<file path="src/rtl/apb_pkg.sv">
// Shared APB definitions: default bus widths and the master bridge state type.
package apb_pkg;

   localparam int unsigned APB_AW = 32;
   localparam int unsigned APB_DW = 32;

   typedef enum logic [1:0] {
      IDLE,
      SETUP,
      ACCESS,
      RESP
   } apb_mst_state_e;

   // A zero timeout still needs a 1-bit counter so the declaration stays legal.
   function automatic int unsigned apb_cnt_width(int unsigned timeout);
      return (timeout == 0) ? 1 : $clog2(timeout + 1);
   endfunction

endpackage

</file>
<file path="src/rtl/apb_master_bridge.sv">
// Converts a valid/ready command stream into single APB4 transfers and returns one
// response per command (read data, slave error or wait-state timeout).
module apb_master_bridge
   import apb_pkg::*;
#(
   parameter int unsigned AW      = APB_AW,
   parameter int unsigned DW      = APB_DW,
   parameter int unsigned TIMEOUT = 16
) (
   input  logic            PCLK,
   input  logic            PRESETn,
   input  logic            cmd_valid,
   output logic            cmd_ready,
   input  logic            cmd_write,
   input  logic [AW-1:0]   cmd_addr,
   input  logic [DW-1:0]   cmd_wdata,
   input  logic [DW/8-1:0] cmd_strb,
   output logic            rsp_valid,
   input  logic            rsp_ready,
   output logic [DW-1:0]   rsp_rdata,
   output logic            rsp_err,
   output logic            rsp_timeout,
   output logic            PSEL,
   output logic            PENABLE,
   output logic            PWRITE,
   output logic [AW-1:0]   PADDR,
   output logic [DW-1:0]   PWDATA,
   output logic [DW/8-1:0] PSTRB,
   input  logic            PREADY,
   input  logic            PSLVERR,
   input  logic [DW-1:0]   PRDATA
);

   localparam int unsigned SW = DW / 8;
   localparam int unsigned CW = apb_cnt_width(TIMEOUT);
   localparam logic [CW-1:0] CntLast = CW'((TIMEOUT == 0) ? 0 : TIMEOUT - 1);

   apb_mst_state_e  state_q;
   logic            psel_q;
   logic            penable_q;
   logic            pwrite_q;
   logic [AW-1:0]   paddr_q;
   logic [DW-1:0]   pwdata_q;
   logic [SW-1:0]   pstrb_q;
   logic            rsp_valid_q;
   logic [DW-1:0]   rsp_rdata_q;
   logic            rsp_err_q;
   logic            rsp_timeout_q;
   logic [CW-1:0]   wait_cnt_q;

   always_ff @(posedge PCLK or negedge PRESETn) begin
      if (!PRESETn) begin
         state_q       <= IDLE;
         psel_q        <= 1'b0;
         penable_q     <= 1'b0;
         pwrite_q      <= 1'b0;
         paddr_q       <= '0;
         pwdata_q      <= '0;
         pstrb_q       <= '0;
         rsp_valid_q   <= 1'b0;
         rsp_rdata_q   <= '0;
         rsp_err_q     <= 1'b0;
         rsp_timeout_q <= 1'b0;
         wait_cnt_q    <= '0;
      end else begin
         case (state_q)
            IDLE: begin
               if (cmd_valid) begin
                  state_q   <= SETUP;
                  psel_q    <= 1'b1;
                  penable_q <= 1'b0;
                  pwrite_q  <= cmd_write;
                  paddr_q   <= cmd_addr;
                  // Reads never expose write data or lanes on the bus.
                  pwdata_q  <= cmd_write ? cmd_wdata : '0;
                  pstrb_q   <= cmd_write ? cmd_strb : '0;
               end
            end

            SETUP: begin
               state_q    <= ACCESS;
               penable_q  <= 1'b1;
               wait_cnt_q <= '0;
            end

            ACCESS: begin
               if (PREADY) begin
                  state_q       <= RESP;
                  psel_q        <= 1'b0;
                  penable_q     <= 1'b0;
                  pstrb_q       <= '0;
                  rsp_valid_q   <= 1'b1;
                  rsp_err_q     <= PSLVERR;
                  rsp_timeout_q <= 1'b0;
                  rsp_rdata_q   <= pwrite_q ? '0 : PRDATA;
                  wait_cnt_q    <= '0;
               end else if ((TIMEOUT != 0) && (wait_cnt_q == CntLast)) begin
                  // This is the TIMEOUT-th consecutive stalled ACCESS cycle.
                  state_q       <= RESP;
                  psel_q        <= 1'b0;
                  penable_q     <= 1'b0;
                  pstrb_q       <= '0;
                  rsp_valid_q   <= 1'b1;
                  rsp_err_q     <= 1'b1;
                  rsp_timeout_q <= 1'b1;
                  rsp_rdata_q   <= '0;
                  wait_cnt_q    <= '0;
               end else if (TIMEOUT != 0) begin
                  wait_cnt_q <= wait_cnt_q + CW'(1);
               end
            end

            RESP: begin
               if (rsp_ready) begin
                  state_q     <= IDLE;
                  rsp_valid_q <= 1'b0;
                  wait_cnt_q  <= '0;
               end
            end

            default: state_q <= IDLE;
         endcase
      end
   end

   assign cmd_ready   = (state_q == IDLE);

   assign PSEL        = psel_q;
   assign PENABLE     = penable_q;
   assign PWRITE      = pwrite_q;
   assign PADDR       = paddr_q;
   assign PWDATA      = pwdata_q;
   assign PSTRB       = pstrb_q;

   assign rsp_valid   = rsp_valid_q;
   assign rsp_rdata   = rsp_rdata_q;
   assign rsp_err     = rsp_err_q;
   assign rsp_timeout = rsp_timeout_q;

endmodule

</file>
<file path="config.mk">
export PLATFORM = sky130hd
export DESIGN_NAME = apb_master_bridge
export DESIGN_NICKNAME = d
export VERILOG_FILES = /design/src/rtl/apb_pkg.sv /design/src/rtl/apb_master_bridge.sv
export SDC_FILE = /design/constraint.sdc
export NUM_CORES = 1
export LEC_CHECK = 0
export BUFFER_PORTS_ARGS = -buffer_cell sky130_fd_sc_hd__buf_2
export CAP_MARGIN = 20
export CORE_MARGIN = 3
export CORE_UTILIZATION = 47
export CTS_CLUSTER_DIAMETER = 120
export DETAILED_ROUTE_END_ITERATION = 7
export GPL_ROUTABILITY_DRIVEN = 0
export HOLD_SLACK_MARGIN = 0.02
export PLACE_DENSITY = 0.89
export SYNTH_ARGS = -nofsm -noshare
export SYNTH_HDL_FRONTEND = slang
export SYNTH_SLANG_ARGS = --single-unit
export TNS_END_PERCENT = 30
</file>
<file path="constraint.sdc">
create_clock -name PCLK -period 2.6 [get_ports PCLK]
set_clock_uncertainty 0.2 [all_clocks]
set_input_delay 0 -clock PCLK [delete_from_list [all_inputs] [get_ports PCLK]]
set_output_delay 0 -clock PCLK [all_outputs]
set_load 0.005 [all_outputs]
</file>
==> run_results.csv, run 1 <==
group,metric,value,unit
status,status,"stopped before the end",
status,stop_stage,"clock tree synthesis (4_1_cts)",
status,error_line,"[ERROR RSZ-0060] Max buffer count reached.",
yosys,syn-num-nets,547,
yosys,synth-seq-cells,113,
yosys,async_flop_share,100,%
clocking,clock-root-buffer,"clkbuf_8",
placement,hpwl,9050,um
clocking,cts_buffer_depth,2,
floorplanning,start_util,48.7,%
clocking,clock-sinks,113,
clocking,cts-htree-levels,4,
clocking,postCtsSetupRepairBufs,0,
floorplanning,rows,36,
yosys,avgSynthCellArea,11.1,um2
clocking,holdBufCountCts,159,
yosys,synthFlopType,"dfrtp_1",
floorplanning,ios,214,
floorplanning,die_x,107,um
yosys,yosys_warnings,0,
yosys,synth_cell_types,37,
placement,io_buffers,213,
yosys,ys_seq_area_share,58.8,%
clocking,numCtsBuffers,17,
yosys,netlist_instances,433,
clocking,cts_resized,0,
floorplanning,die_y,107,um
yosys,synth_edf_count,0,
yosys,synthesis.area,0.00481,mm2
-- stage by stage --
step / area, um2 / hold slack, ns / util (%) / setup slack [ns] / std cells
floorplan: 4810 / -0.496 / - / 0.695 / 433
global placement: 5990 / -0.134 / 60.7 / 0.489 / 756
detailed placement: 5990 / -0.124 / 60.7 / 0.343 / 756
-- synth_stat cells (2+ instances only) --
cell | count | area [um2]
mux2i_1 | 6 | 60.1
buf_6 | 2 | 22.5
nand3_1 | 3 | 15.0
o21ai_1 | 12 | 60.1
mux2_1 | 2 | 22.5
a211oi_1 | 2 | 15.0
nor2b_1 | 6 | 37.5
nand3b_1 | 2 | 15.0
mux2_2 | 33 | 372
buf_2 | 8 | 40.0
a21oi_1 | 2 | 10.0
inv_1 | 39 | 146
buf_4 | 2 | 15.0
nand4b_1 | 32 | 280
dfrtp_1 | 113 | 2830
clkbuf_1 | 16 | 60.1
ha_1 | 7 | 87.6
o21ai_0 | 58 | 290
nand2_1 | 70 | 263
-- logic make-up after synthesis --
group           count (synthesis)  share of synthesized area [%]
flops                         113                           58.8
simple gates                  120                           14.0
buf+inv                        68                           5.98
mux                            41                           9.45
fa+ha+maj                       7                           1.82
compound gates                 84                           9.91
==> run 2, diff against run 1 <==
CORE_UTILIZATION = 40   (was 47)
CTS_CLUSTER_DIAMETER = unset   (was 120)
HOLD_SLACK_MARGIN = unset   (was 0.02)
PLACE_DENSITY = unset   (was 0.89)
PLACE_DENSITY_LB_ADDON = 0.15   (was unset)
==> run_results.csv, run 2 <==
group,metric,value,unit
status,status,"finished, violations left",
status,violations,"negative hold slack",
placement,placed_area,0.00600,mm2
yosys,synth_cell_types,37,
yosys,synthesis.area,0.00481,mm2
worst_setup_path,start_kind,"flop",
global_routing,grt_max_degree,53,
sta,tns,0,ns
hold_path,min-delay-path-class,"in -> async",
worst_setup_path,arrival,2.51,ns
clocking,insertion_delay,0.40,ns
yosys,netlist_instances,433,
sta,fin_ws,0.173,ns
sta,min_period,2.43,ns
clocking,cts.clk_slew.worst_paths,0.06,ns
worst_setup_path,path_cells,"inv_1 > ha_1 > buf_4 > o21ai_0 > o22a_1 > dlygate4sd3_1",
power_and_ir_drop,vdd_ir_drop_max,544,uV
sta,finalHoldViolCount,2,
yosys,async_flop_share,100,%
worst_setup_path,crit_buf_inv,3,
worst_setup_path,path_delay_family,"buffers and inverters",
placement,pre_cts_slack,0.569,ns
cells_and_area,final_nets,909,
sta,timing.hold.ws,-0.00542,ns
route,wl,14900,um
yosys,synth_edf_count,0,
cells_and_area,final_cell_mix,"buf_2, dlygate4sd3_1, dfrtp_1",
clocking,clock-sinks,113,
route,first_pass_iters,4,
yosys,avgSynthCellArea,11.1,um2
yosys,yosysTopAreaCell,"dfrtp_1",
placement,io_buffers,213,
floorplanning,die_y,116,um
worst_setup_path,path_max_fanout,38,
route,drc,0,
job,cap_violations,0,
clocking,cts_tree,"done",
route,wl_per_cell,15.6,um
yosys,yosysTopAreaCellShare,58.8,%
global_routing,track_usage,22.7,%
cells_and_area,area_delta_synth_final,68.0,%
global_routing,grt_first_pass_wirelength,24000,um
sta,worst_pin_slew,0.859,ns
floorplanning,core,0.0116,mm2
yosys,yosys-top-cells-count,"dfrtp_1, nand2_1, o21ai_0",
clocking,cts-htree-levels,4,
cells_and_area,nFillCells,835,
clocking,cts_buffer_depth,2,
yosys,synth.most_common_cell,"dfrtp_1",
yosys,syn-num-nets,547,
worst_setup_path,max_stage_delay,0.55,ns
sta,setup_violations,0,
yosys,synthTopCellsByArea,"dfrtp_1, mux2_2, o21ai_0",
worst_setup_path,cpMaxStageDelayCell,"dlygate4sd3_1",
cells_and_area,final_common_cell,"buf_2",
worst_setup_path,crit_type,"reg -> reg",
global_routing,antenna_found_initial,0,
sta,timing.fmax,0.412,GHz
global_routing,grt-ovfl-total,0,
route,ant_nets,0,
floorplanning,ios,214,
cells_and_area,antenna_cells,0,
worst_setup_path,critPathCaptureType,"flop",
power_and_ir_drop,power.density,992,mW/mm2
sta,slew_headroom,42.7,%
placement,hpwl,8810,um
floorplanning,start_util,41.6,%
route,post_drt_via_cell_ratio,4.83,
yosys,yosys_warnings,0,
sta,rsz0062_at_grt,"no",
cells_and_area,design_area,0.00808,mm2
global_routing,grt_pass1_vias,4989,
route,routed-via-count,4596,
yosys,synth-seq-cells,113,
cells_and_area,drive_gt1_share,36.4,%
worst_setup_path,critPathRequiredTime,2.68,ns
sta,slew_viol_final,0,
clocking,clock-root-buffer,"clkbuf_16",
yosys,ys_seq_area_share,58.8,%
floorplanning,die_x,116,um
sta,final.period_utilization,93.3,%
power_and_ir_drop,power_leakage,3.97,nW
clocking,numCtsBuffers,17,
floorplanning,die_area,0.0134,mm2
yosys,synthFlopType,"dfrtp_1",
route,first_iter_violations,280,
floorplanning,rows,39,
-- run 2: cell counts after synthesis --
No cell type changed its count.
-- run 2: timing repair --
item	4_1_cts	5_1_grt
hold buffers	150	0
gates resized for setup	0	1
buffers inserted	0	0
endpoints found under the setup margin	0	1
endpoints found under the hold margin	174	0
-- run 2: where the power goes --
group | switching [W] | total [W] | internal (W)
sequential | 0.000469 | 0.00297 | 0.00250
clock | 0.000868 | 0.00222 | 0.00135
combinational | 0.00132 | 0.00284 | 0.00151
-- run 2: area by class of cell --
class | instances | area, um2 | share of cell area, %
multi-input cells | 252 | 1700 | 21.1
repair buffers | 372 | 2650 | 32.8
clock buffers | 18 | 439 | 5.44
inverters | 39 | 146 | 1.81
well taps | 143 | 179 | 2.21
clock inverters | 14 | 134 | 1.66
flip-flops and latches | 113 | 2830 | 35.0
-- run 2: path summary, 6_finish.rpt --
kind | slack (ns) | to | cells past startpoint | from
worst max register to register | 0.17 | PSEL | 6 | state_q[0]
min in group PCLK | 0.12 | PWRITE | 2 | cmd_write
max in group asynchronous | 1.41 | rsp_rdata[16] | 3 | PRESETn
worst min register to register | 0.28 | PWDATA[29] | 2 | PWDATA[29]
worst max-delay path | 0.17 | PSEL | 6 | state_q[0]
worst min-delay path | -0.005 | rsp_valid | 2 | PRESETn
-- run 2: metal layers --
metal	global-route usage, %	vias up	wire length, um
li1	-	2194	-
met1	27.3	2185	5950
met2	38.5	191	7450
met3	6.01	26	1140
met4	10.1	0	346
met5	0	-	0
-- run 2: logic make-up (layout without fill, tap and decap cells) --
| kind of cell | count (synthesis) | after routing | share of synthesized area (%) |
|---|---|---|---|
| compound gates | 84 | 84 | 9.91 |
| fa+ha+maj | 7 | 7 | 1.82 |
| buf+inv | 68 | 443 | 5.98 |
| flops | 113 | 113 | 58.8 |
| mux | 41 | 41 | 9.45 |
| simple gates | 120 | 120 | 14.0 |
-- run 2: stage by stage --
stage / total power [W] / cells / util (%) / hold WS (ns)
2_1_floorplan: 0.00429 / 433 / - / -0.496
6_report: 0.00802 / 951 / 69.9 / -0.00542
3_3_place_gp: 0.00538 / 769 / 51.9 / -0.118
3_5_place_dp: 0.00547 / 769 / 51.9 / -0.108
5_1_grt: 0.00857 / 951 / 69.9 / 0.0589
4_1_cts: 0.00801 / 951 / 69.8 / 0.0207
-- run 2: worst register-to-register path: stages (launching register included) --
cell	delay [ns]
dfrtp_1	0.41
inv_1	0.14
ha_1	0.25
buf_4	0.39
o21ai_0	0.17
o22a_1	0.20
dlygate4sd3_1	0.56
(Power assumes the default switching activity.)
==> run 3, diff against run 2 <==
clock period = 2.63 ns   (was 2.6 ns; I/O delays follow)
==> run_results.csv, run 3 (synthesis gave the netlist of run 2 again) <==
group,metric,value,unit
cells_and_area,final_cell_mix,"buf_2, dlygate4sd3_1, dfrtp_1",
floorplanning,ios,214,
clocking,numCtsBuffers,17,
sta,slew_viol_final,0,
global_routing,antenna_found_initial,0,
power_and_ir_drop,power_leakage,4.07,nW
sta,tns,0,ns
floorplanning,die_x,116,um
clocking,cts.clk_slew.worst_paths,0.05,ns
clocking,cts_tree,"done",
global_routing,grt_pass1_vias,5030,
sta,slew_headroom,42.1,%
power_and_ir_drop,power.density,1020,mW/mm2
worst_setup_path,max_stage_delay,0.54,ns
sta,setup_violations,0,
route,routed-via-count,4707,
worst_setup_path,critPathRequiredTime,2.71,ns
global_routing,grt_first_pass_wirelength,24600,um
worst_setup_path,critPathCaptureType,"flop",
cells_and_area,antenna_cells,0,
worst_setup_path,cpMaxStageDelayCell,"dlygate4sd3_1",
floorplanning,die_y,116,um
worst_setup_path,r2r-start,"state_q[0]",
cells_and_area,area_delta_synth_final,71.2,%
cells_and_area,drive_gt1_share,35.9,%
global_routing,grt_max_degree,41,
route,wl,15300,um
clocking,postCtsSetupRepairBufs,0,
sta,final.period_utilization,93.7,%
cells_and_area,final_nets,914,
worst_setup_path,path_max_fanout,7,
placement,hpwl,8790,um
job,cap_violations,0,
clocking,insertion_delay,0.40,ns
sta,worst_pin_slew,0.868,ns
route,first_pass_iters,4,
cells_and_area,nFillCells,816,
clocking,clock-root-buffer,"clkbuf_16",
sta,min_period,2.46,ns
route,post_drt_via_cell_ratio,4.92,
worst_setup_path,start_kind,"flop",
hold_path,min_path_cells,2,
floorplanning,core,0.0116,mm2
cells_and_area,finalNonFillerCells,956,
worst_setup_path,arrival,2.55,ns
worst_setup_path,crit_type,"reg -> reg",
worst_setup_path,path_cells,"inv_1 > ha_1 > nor2b_2 > buf_4 > a21oi_4 > o22a_1 > dlygate4sd3_1",
worst_setup_path,rr_worst_depth,7,
clocking,cts_buffer_depth,2,
clocking,cts-htree-levels,4,
route,wl_per_cell,16.0,um
floorplanning,start_util,41.6,%
route,ant_nets,0,
sta,rsz0062_at_grt,"no",
placement,io_buffers,213,
placement,dp_cells,769,
global_routing,grt-ovfl-total,0,
global_routing,track_usage,23.7,%
power_and_ir_drop,vdd_ir_drop_max,600,uV
sta,finalHoldViolCount,0,
route,first_iter_violations,300,
clocking,clock-sinks,113,
sta,timing.fmax,0.406,GHz
worst_setup_path,startpoint,"state_q[0]",
status,status,"completed",
hold_path,min-delay-path-class,"in -> reg",
route,drc,0,
floorplanning,rows,39,
floorplanning,die_area,0.0134,mm2
hold_path,min-delay-start,"cmd_write",
cells_and_area,final_common_cell,"buf_2",
run 3: report_power, final:
group          switching (W)  leakage, nW  total [W]  internal [W]
clock network       0.000780        0.334    0.00263       0.00185
registers           0.000462         1.43    0.00293       0.00247
logic                0.00132         2.30    0.00283       0.00151
run 3: worst paths after layout:
kind                         endpoint  slack [ns]
max                              PSEL        0.17
min                            PWRITE        0.11
max reg2reg                      PSEL        0.17
min reg2reg                 PWDATA[1]        0.27
max in group asynchronous  PWDATA[26]        0.42
min in group asynchronous   PWDATA[7]        0.47
run 3: stage by stage:
stage | util [%] | worst slack (ns) | cell area [um2] | hold WS (ns) | power (W)
CTS | 71.2 | 0.0498 | 8230 | 0.0880 | 0.00837
global placement | 51.9 | 0.670 | 6000 | -0.130 | 0.00533
detailed placement | 51.9 | 0.564 | 6000 | -0.127 | 0.00541
finish | 71.2 | 0.166 | 8230 | 0.115 | 0.00839
floorplan | - | 0.725 | 4810 | -0.496 | 0.00424
global route | 71.2 | 0.0141 | 8230 | 0.134 | 0.00893
run 3: cell type report:
type	instances	area, um2	share of cell area (%)
clock buffers	22	474	5.76
repair buffers	377	2700	32.8
inverters	39	146	1.78
clock inverters	10	204	2.48
flip-flops and latches	113	2830	34.3
well taps	143	179	2.17
multi-input cells	252	1700	20.7
run 3: metal layers:
metal / global-route usage, % / up-vias / part of all wire (%)
li1: - / 2208 / -
met1: 26.9 / 2268 / 40
met2: 41.0 / 195 / 50
met3: 7.10 / 36 / 7.0
met4: 10.8 / 0 / 2.6
met5: 0 / - / 0
run 3: worst max-delay path, delay by kind of cell (launching register included):
family	cells	cell delay, ns
simple gates	1	0.28
flops	1	0.41
compound gates	2	0.31
fa+ha+maj	1	0.26
buf+inv	3	0.89
run 3: timing repair:
item | in CTS | in global routing
hold buffers | 155 | 0
endpoints found under the setup margin | 0 | 1
gates resized for setup | 0 | 1
hold endpoints to repair | 221 | 0
==> run 4, diff against run 3 <==
CELL_PAD_IN_SITES_DETAIL_PLACEMENT = 0   (was unset)
CELL_PAD_IN_SITES_GLOBAL_PLACEMENT = 1   (was unset)
CORE_UTILIZATION = 35   (was 40)
==> run_results.csv, run 4 (synthesis gave the netlist of run 2 again) <==
group,metric,value,unit
floorplanning,die_area,0.0152,mm2
route,wl,14500,um
global_routing,grt_first_pass_wirelength,22900,um
global_routing,antenna_found_initial,0,
floorplanning,start_util,36.0,%
route,post_drt_via_cell_ratio,4.61,
route,wl_per_cell,15.1,um
placement,placed_area,0.00606,mm2
clocking,cts.clk_slew.worst_paths,0.05,ns
clocking,cts_tree,"done",
cells_and_area,final_common_cell,"buf_2",
route,first_iter_violations,159,
sta,rsz0062_at_grt,"no",
cells_and_area,antenna_cells,0,
placement,hpwl,9230,um
route,first_pass_iters,4,
cells_and_area,final_cell_mix,"buf_2, dlygate4sd3_1, dfrtp_1",
clocking,insertion_delay,0.41,ns
sta,min_period,2.44,ns
clocking,numCtsBuffers,17,
route,ant_nets,0,
worst_setup_path,crit_type,"reg -> reg",
clocking,clock-sinks,113,
cells_and_area,design_area,0.00799,mm2
floorplanning,ios,214,
clocking,cts_buffer_depth,2,
sta,final.period_utilization,92.6,%
floorplanning,core,0.0133,mm2
floorplanning,die_x,123,um
global_routing,grt_max_degree,58,
route,drc,0,
sta,tns,0,ns
sta,slew_headroom,45.1,%
worst_setup_path,start_kind,"flop",
worst_setup_path,arrival,2.53,ns
power_and_ir_drop,power.density,1020,mW/mm2
sta,finalHoldViolCount,0,
route,routed-via-count,4441,
clocking,cts-htree-levels,4,
clocking,clock-root-buffer,"clkbuf_16",
sta,slew_viol_final,0,
global_routing,grt-ovfl-total,0,
worst_setup_path,critPathCaptureType,"flop",
floorplanning,die_y,123,um
sta,timing.fmax,0.410,GHz
job,cap_violations,0,
cells_and_area,drive_gt1_share,37.3,%
power_and_ir_drop,vdd_ir_drop_max,544,uV
global_routing,track_usage,19.4,%
power_and_ir_drop,power_leakage,3.98,nW
worst_setup_path,critPathRequiredTime,2.72,ns
sta,setup_violations,0,
cells_and_area,area_delta_synth_final,66.3,%
cells_and_area,final_nets,890,
worst_setup_path,path_max_fanout,18,
global_routing,grt_pass1_vias,4700,
status,status,"completed",
hold_path,min-delay-path-class,"in -> async",
floorplanning,rows,42,
sta,worst_pin_slew,0.823,ns
placement,io_buffers,213,
## run 4: cell count changes in the layout (fill, tap and decap cells not counted), sizes merged
cell	previous run	this run
clkinvlp	0	2
clkinv	4	5
clkbuf	22	20
bufinv	6	4
dlygate4sd3	155	130
buf	222	223
## run 4: worst paths after layout
kind / start / to / cells after the start / slack (ns)
worst max register to register: state_q[0] / PSEL / 7 / 0.19
worst max-delay path: state_q[0] / PSEL / 7 / 0.19
worst min register to register: PWDATA[10] / PWDATA[10] / 2 / 0.28
worst min-delay path: PRESETn / rsp_rdata[9] / 2 / 0.0009
min in group PCLK: cmd_addr[11] / PADDR[11] / 3 / 0.16
max in group asynchronous: PRESETn / PADDR[23] / 3 / 1.52
## run 4: stage by stage
| step | util (%) | worst slack [ns] | total power (W) | instances | hold WS, ns |
|---|---|---|---|---|---|
| after CTS | 59.9 | 0.0978 | 0.00818 | 964 | 0.0317 |
| final | 59.9 | 0.194 | 0.00812 | 964 | 0.000864 |
| after detailed placement | 45.4 | 0.549 | 0.00543 | 803 | -0.0831 |
| after global routing | 59.9 | 0.0861 | 0.00866 | 964 | 0.0793 |
| after floorplan | - | 0.725 | 0.00424 | 433 | -0.496 |
| after global placement | 45.4 | 0.622 | 0.00537 | 803 | -0.0747 |
## run 4: per-layer routing
layer | share of wire (%) | up-vias | track usage, % | wire [um]
li1 | - | 2155 | - | -
met4 | 2.8 | 0 | 9.20 | 404
met2 | 50 | 156 | 32.9 | 7230
met3 | 6.6 | 29 | 5.81 | 960
met1 | 41 | 2101 | 22.6 | 5920
met5 | 0 | - | 0 | 0
## run 4: cell type report
type | instances | area (um2)
clock buffers | 20 | 467
well taps | 176 | 220
fillers | 1145 | 5350
inverters | 39 | 146
flip-flops and latches | 113 | 2830
repair buffers | 353 | 2470
clock inverters | 11 | 160
multi-input cells | 252 | 1700
## run 4: timing repair
action	CTS	global route
hold endpoints to repair	164	0
buffers inserted	0	0
gates resized for setup	0	1
endpoints found under the setup margin	0	1
hold buffers	130	0
## run 4: power breakdown
group	internal, W	leakage, nW	switching [W]
Combinational	0.00148	2.24	0.00130
Sequential	0.00247	1.43	0.000442
Clock	0.00164	0.307	0.000785
## run 4: worst max-delay path, cell delays in order (launching register included)
cell           delay (ns)
dfrtp_1              0.40
inv_1                0.11
ha_1                 0.23
buf_4                0.20
mux2i_1              0.30
a21oi_4              0.11
o22a_1               0.21
dlygate4sd3_1        0.55
